==> config.mk <==
export PLATFORM = sky130hd
export DESIGN_NAME = word_serializer
export DESIGN_NICKNAME = d
export VERILOG_FILES = /design/src/rtl/dcnn_pkg.sv /design/src/rtl/chunk_counter.sv /design/src/rtl/word_serializer.sv
export SDC_FILE = /design/constraint.sdc
export NUM_CORES = 1
export LEC_CHECK = 0
export ABC_AREA = 1
export ABC_CLOCK_PERIOD_IN_PS = 1400
export CAP_MARGIN = 20
export CORE_AREA = 2 2 75 77
export CTS_BUF_LIST = sky130_fd_sc_hd__clkbuf_16
export DETAILED_ROUTE_END_ITERATION = 8
export DIE_AREA = 0 0 77 79
export GPL_ROUTABILITY_DRIVEN = 0
export GPL_TIMING_DRIVEN = 1
export HOLD_SLACK_MARGIN = 0.15
export PLACE_DENSITY = 0.73
export SYNTH_ARGS = -nofsm -noshare
export SYNTH_HDL_FRONTEND = slang
export SYNTH_HIERARCHICAL = 1
export SYNTH_SLANG_ARGS = --single-unit
export TNS_END_PERCENT = 50
==> constraint.sdc <==
create_clock -name CLK -period 1.4 [get_ports CLK]
set_input_delay 0.14 -clock CLK [delete_from_list [all_inputs] [get_ports CLK]]
set_output_delay 0.14 -clock CLK [all_outputs]
set_load 0.02 [all_outputs]
==> src/rtl/dcnn_pkg.sv <==
// Shared DCNN datapath definitions: word width, serializer state encoding and a
// constant-foldable ceil(log2) helper.
package dcnn_pkg;

    localparam int unsigned WORD_WIDTH = 32;

    typedef enum logic {
        ST_IDLE = 1'b0,
        ST_SEND = 1'b1
    } state_e;

    function automatic int unsigned clog2(input int unsigned value);
        int unsigned v;
        int unsigned r;
        v = (value > 0) ? value - 1 : 0;
        r = 0;
        while (v > 0) begin
            r++;
            v = v >> 1;
        end
        return r;
    endfunction

endpackage

==> src/rtl/chunk_counter.sv <==
// Chunk index counter: synchronous clear on load, enabled increment, and a
// terminal-count flag for the final chunk of a word.
module chunk_counter
    import dcnn_pkg::*;
#(
    parameter int unsigned NUM   = 4,
    parameter int unsigned CNT_W = (clog2(NUM) > 0) ? clog2(NUM) : 1
) (
    input  logic clk,
    input  logic rst,
    input  logic clr,
    input  logic inc,
    output logic last_c
);

    logic [CNT_W-1:0] cnt_q;
    logic [CNT_W-1:0] cnt_d;

    // Clear wins over increment so a reload always restarts at chunk 0.
    always_comb begin
        cnt_d = cnt_q;
        if (clr) begin
            cnt_d = '0;
        end else if (inc) begin
            cnt_d = cnt_q + CNT_W'(1);
        end
    end

    always_ff @(posedge clk or posedge rst) begin
        if (rst) begin
            cnt_q <= '0;
        end else begin
            cnt_q <= cnt_d;
        end
    end

    assign last_c = (cnt_q == CNT_W'(NUM - 1));

endmodule

==> src/rtl/word_serializer.sv <==
// Loads one wide word and streams it out as NUM_CHUNKS narrow chunks over a
// valid/ready interface, with zero-bubble back-to-back reloads.
module word_serializer
    import dcnn_pkg::*;
#(
    parameter int unsigned DATA_WIDTH  = WORD_WIDTH,
    parameter int unsigned CHUNK_WIDTH = 8,
    parameter bit          MSB_FIRST   = 1'b0
) (
    input  logic                   CLK,
    input  logic                   RST,
    input  logic                   in_valid,
    output logic                   in_ready,
    input  logic [DATA_WIDTH-1:0]  Din,
    output logic                   out_valid,
    input  logic                   out_ready,
    output logic [CHUNK_WIDTH-1:0] Dout,
    output logic                   out_last,
    output logic                   busy
);

    localparam int unsigned NUM_CHUNKS = DATA_WIDTH / CHUNK_WIDTH;

    if (DATA_WIDTH % CHUNK_WIDTH != 0) begin : g_bad_width
        $fatal(1, "word_serializer: DATA_WIDTH must be a multiple of CHUNK_WIDTH");
    end

    state_e                state_q;
    state_e                state_d;
    logic [DATA_WIDTH-1:0] shift_q;
    logic [DATA_WIDTH-1:0] shift_d;
    logic [DATA_WIDTH-1:0] shift_next;
    logic                  load;
    logic                  accept;
    logic                  cnt_last;

    // The emitted chunk always sits at one fixed end of the held word.
    if (NUM_CHUNKS == 1) begin : g_single
        assign shift_next = shift_q;
    end else if (MSB_FIRST) begin : g_msb
        assign shift_next = {shift_q[DATA_WIDTH-CHUNK_WIDTH-1:0], {CHUNK_WIDTH{1'b0}}};
    end else begin : g_lsb
        assign shift_next = {{CHUNK_WIDTH{1'b0}}, shift_q[DATA_WIDTH-1:CHUNK_WIDTH]};
    end

    assign out_valid = (state_q == ST_SEND);
    assign busy      = out_valid;
    assign out_last  = out_valid & cnt_last;
    assign accept    = out_valid & out_ready;
    assign Dout      = MSB_FIRST ? shift_q[DATA_WIDTH-1 -: CHUNK_WIDTH] : shift_q[CHUNK_WIDTH-1:0];
    assign in_ready  = ~RST & ((state_q == ST_IDLE) | (accept & cnt_last));

    always_comb begin
        state_d = state_q;
        load    = 1'b0;
        case (state_q)
            ST_IDLE: begin
                if (in_valid) begin
                    load    = 1'b1;
                    state_d = ST_SEND;
                end
            end
            ST_SEND: begin
                if (out_ready && cnt_last) begin
                    if (in_valid) begin
                        load = 1'b1;
                    end else begin
                        state_d = ST_IDLE;
                    end
                end
            end
            default: state_d = ST_IDLE;
        endcase
    end

    // The last chunk is never shifted out so a reload sees a clean hand-over.
    always_comb begin
        shift_d = shift_q;
        if (load) begin
            shift_d = Din;
        end else if (accept && !cnt_last) begin
            shift_d = shift_next;
        end
    end

    always_ff @(posedge CLK or posedge RST) begin
        if (RST) begin
            state_q <= ST_IDLE;
            shift_q <= '0;
        end else begin
            state_q <= state_d;
            shift_q <= shift_d;
        end
    end

    chunk_counter #(
        .NUM (NUM_CHUNKS)
    ) u_chunk_counter (
        .clk    (CLK),
        .rst    (RST),
        .clr    (load),
        .inc    (accept & ~cnt_last),
        .last_c (cnt_last)
    );

endmodule
==> flow_summary_export.csv <==
group,metric,value,unit
clock_tree,clk_latency,0.28,ns
clock_tree,cts_tree,"done",
clock_tree,cts_sinks,35,
route,post_drt_via_cell_ratio,5.173,
synth,avgSynthCellArea,8.052,um2
route,met1Wirelength,2485,um
route,top_layer,"met4",
die,die_area,6083,um2
timing,max_freq,682.7,MHz
placed_design,placed_cell_area,2834,um2
die,initial_core_util,0.4299,
global_routing,antenna_found_initial,0,
setup_path,worstSetupEndpointType,"register",
worst_hold_path,min_path_type,"primary input to asynchronous set/reset pin",
route,antenna_left,0,
final_layout,final_layout_size_suffix_gt1_frac,0.2722,
route,drt-pass1-iter-count,4,
global_routing,grt_pass1_vias,1920,
global_routing,grt_use_total,0.1761,
setup_path,r2r_cells,9,
die,die-width,77,um
power_and_ir_drop,leakage,1.717,nW
timing,worst_slack,-0.06485,ns
placed_design,port_buffers,47,
final_layout,final_cell_mix,"nand2_1 (83), nand4_1 (48), clkdlybuf4s50_1 (35)",
global_routing,grt_first_pass_wirelength,8625,um
synth,syn-num-nets,322,
synth,synth_cell_types,19,
final_layout,nets,374,
clock_tree,path_clk_slew,0.06,ns
die,die_h,79,um
synth,ys_warn_count,6,
setup_path,critical_path_arrival,1.64,ns
setup_path,crit_type,"register to register",
timing,fin_crit_sh,1.046,
timing,maxSlewHeadroom,0.7952,
power_and_ir_drop,powerDensity,1701,nW/um2
die,core,5338,um2
timing,drv_slew,0,
route,met2_length,2947,um
clock_tree,cts_buffers,5,
final_layout,layout_commonest_cell,"nand2_1",
route,wirelength,5756,um
timing,hold_viol,0,
global_routing,globalRouteOverflowTotal,0,
placed_design,hpwl,3489,um
route,met3RoutedLength,268,um
run_status,failed_checks,"setup timing",
final_layout,postLayoutCellArea,3251,um2
synth,ys_ff_latch,35,
timing,finalSetupViolCount,35,
die,rows,27,
clock_tree,clock_path_buffers,2,
timing,worstMarginPinSlew,0.3062,ns
setup_path,critPathLaunchType,"register",
route,post_drt_wl_per_cell,14.04,um
power_and_ir_drop,ir_drop,0.8119,mV
clock_tree,hold_buffers,0,
route,via_count,2121,
clock_tree,cts-root-buf,"clkbuf_16",
power_and_ir_drop,power,5.530,mW
setup_path,crit_path_max_fanout,6,
global_routing,grt_max_degree,34,
route,drc,0,
final_layout,area.growth.synth_to_final,41.66,%
synth,synthCells,285,
run_status,status,"finished, violations left",
timing,rsz0062_at_grt,"yes",
route,drt_iter0_drc,104,
synth,synthesis.area,2295,um2
setup_path,crit_required,1.58,ns
final_layout,antennaDiodeCount,0,
clock_tree,htree_levels,2,
synth,synth_seq_area_share,0.3817,
die,pin_count,48,
timing,skew,0.003001,ns
timing,finalCriticalPeriod,1.465,ns
run,drv_cap,0,
==> synth_stat cells <==
cell	instances	share of area
buf_1	2	0.0033
buf_2	12	0.026
ha_1	1	0.0055
dfrtp_1	35	0.38
buf_4	9	0.029
nand3_4	1	0.0076
or2_1	1	0.0027
nand2_1	94	0.15
nand3_1	3	0.0065
buf_6	3	0.015
inv_2	3	0.0049
clkbuf_1	4	0.0065
nand3_2	31	0.14
nand2_4	2	0.0098
buf_12	3	0.026
nor2_1	4	0.0065
inv_1	28	0.046
nand4_1	48	0.13
inv_4	1	0.0027
==> layer usage <==
| metal | vias up | global-route usage |
|---|---|---|
| met5 | - | 0 |
| met4 | 0 | 0.05893 |
| li1 | 1041 | - |
| met1 | 1003 | 0.2171 |
| met3 | 5 | 0.04091 |
| met2 | 72 | 0.3053 |
==> worst max-delay path, stage by stage, from the launching register on <==
cell and delay [ns]:
dfrtp_1 0.39, ha_2 0.20, inv_2 0.08, nand2_4 0.06, buf_12 0.14, nand3_4 0.14, clkbuf_16 0.19, nand2_2 0.04
nand2_1 0.06, nand2_1 0.05
==> metrics by stage <==
step / instances / utilization / setup slack [ns] / hold WS, ns / TNS [ns]
floorplan: 285 / - / 0.02140 / -0.1188 / 0
global placement: 394 / 0.5309 / -0.2389 / 0.4592 / -7.285
detailed placement: 394 / 0.5309 / -0.2849 / 0.4613 / -9.110
CTS: 403 / 0.5687 / -0.07801 / 0.1676 / -1.528
global route: 410 / 0.6090 / -0.1288 / 0.1915 / -3.473
finish: 410 / 0.6090 / -0.06485 / 0.1705 / -1.184
==> flip-flops by register name (all words and copies together), names as in the netlist <==
register               flops
busy                       1
u_chunk_counter/cnt_q      2
shift_q                   32
==> kinds of logic after synthesis <==
group,Yosys count,share of synthesized area
buffers and inverters,65,0.1598
adders and majority gates,1,0.005452
and+or+nand+nor,184,0.4531
DFF,35,0.3817
==> final timing paths <==
check | slack (ns) | end | start
max | -0.06 | shift_q[3]$_DFFE_PP0P_ | u_chunk_counter/cnt_q[0]$_DFFE_PP0P_
min | 0.17 | u_chunk_counter/cnt_q[0]$_DFFE_PP0P_ | RST
max reg2reg | -0.06 | shift_q[3]$_DFFE_PP0P_ | u_chunk_counter/cnt_q[0]$_DFFE_PP0P_
min reg2reg | 0.50 | u_chunk_counter/cnt_q[1]$_DFFE_PP0P_ | u_chunk_counter/cnt_q[1]$_DFFE_PP0P_
max in group asynchronous | 0.86 | shift_q[29]$_DFFE_PP0P_ | RST
min in group CLK | 0.39 | shift_q[26]$_DFFE_PP0P_ | Din[26]
==> where the power goes <==
part           switching, mW  total, mW  leakage [nW]  internal [mW]
registers              0.276       1.68         0.453           1.41
logic                   1.39       2.56          1.18           1.18
clock network          0.443       1.28        0.0838          0.839
total                   2.11       5.53          1.72           3.42
==> final cells by class <==
type / count / area, um2
clock inverter: 3 / 43.79
sequential: 35 / 877.1
timing repair buffer: 77 / 877.1
inverter: 32 / 122.6
fill: 483 / 2087
clock buffer: 5 / 125.1
multi-input combinational: 186 / 1115
tap: 72 / 90.09
==> timing repair <==
| action | 4_1_cts | 5_1_grt |
|---|---|---|
| endpoints found under the hold margin | 0 | 0 |
| gates cloned | 1 | 5 |
| pin swaps | 0 | 4 |
| endpoints found under the setup margin | 42 | 39 |
| buffers inserted | 0 | 2 |
| gates resized for setup | 22 | 27 |
(Power assumes the default switching activity.)
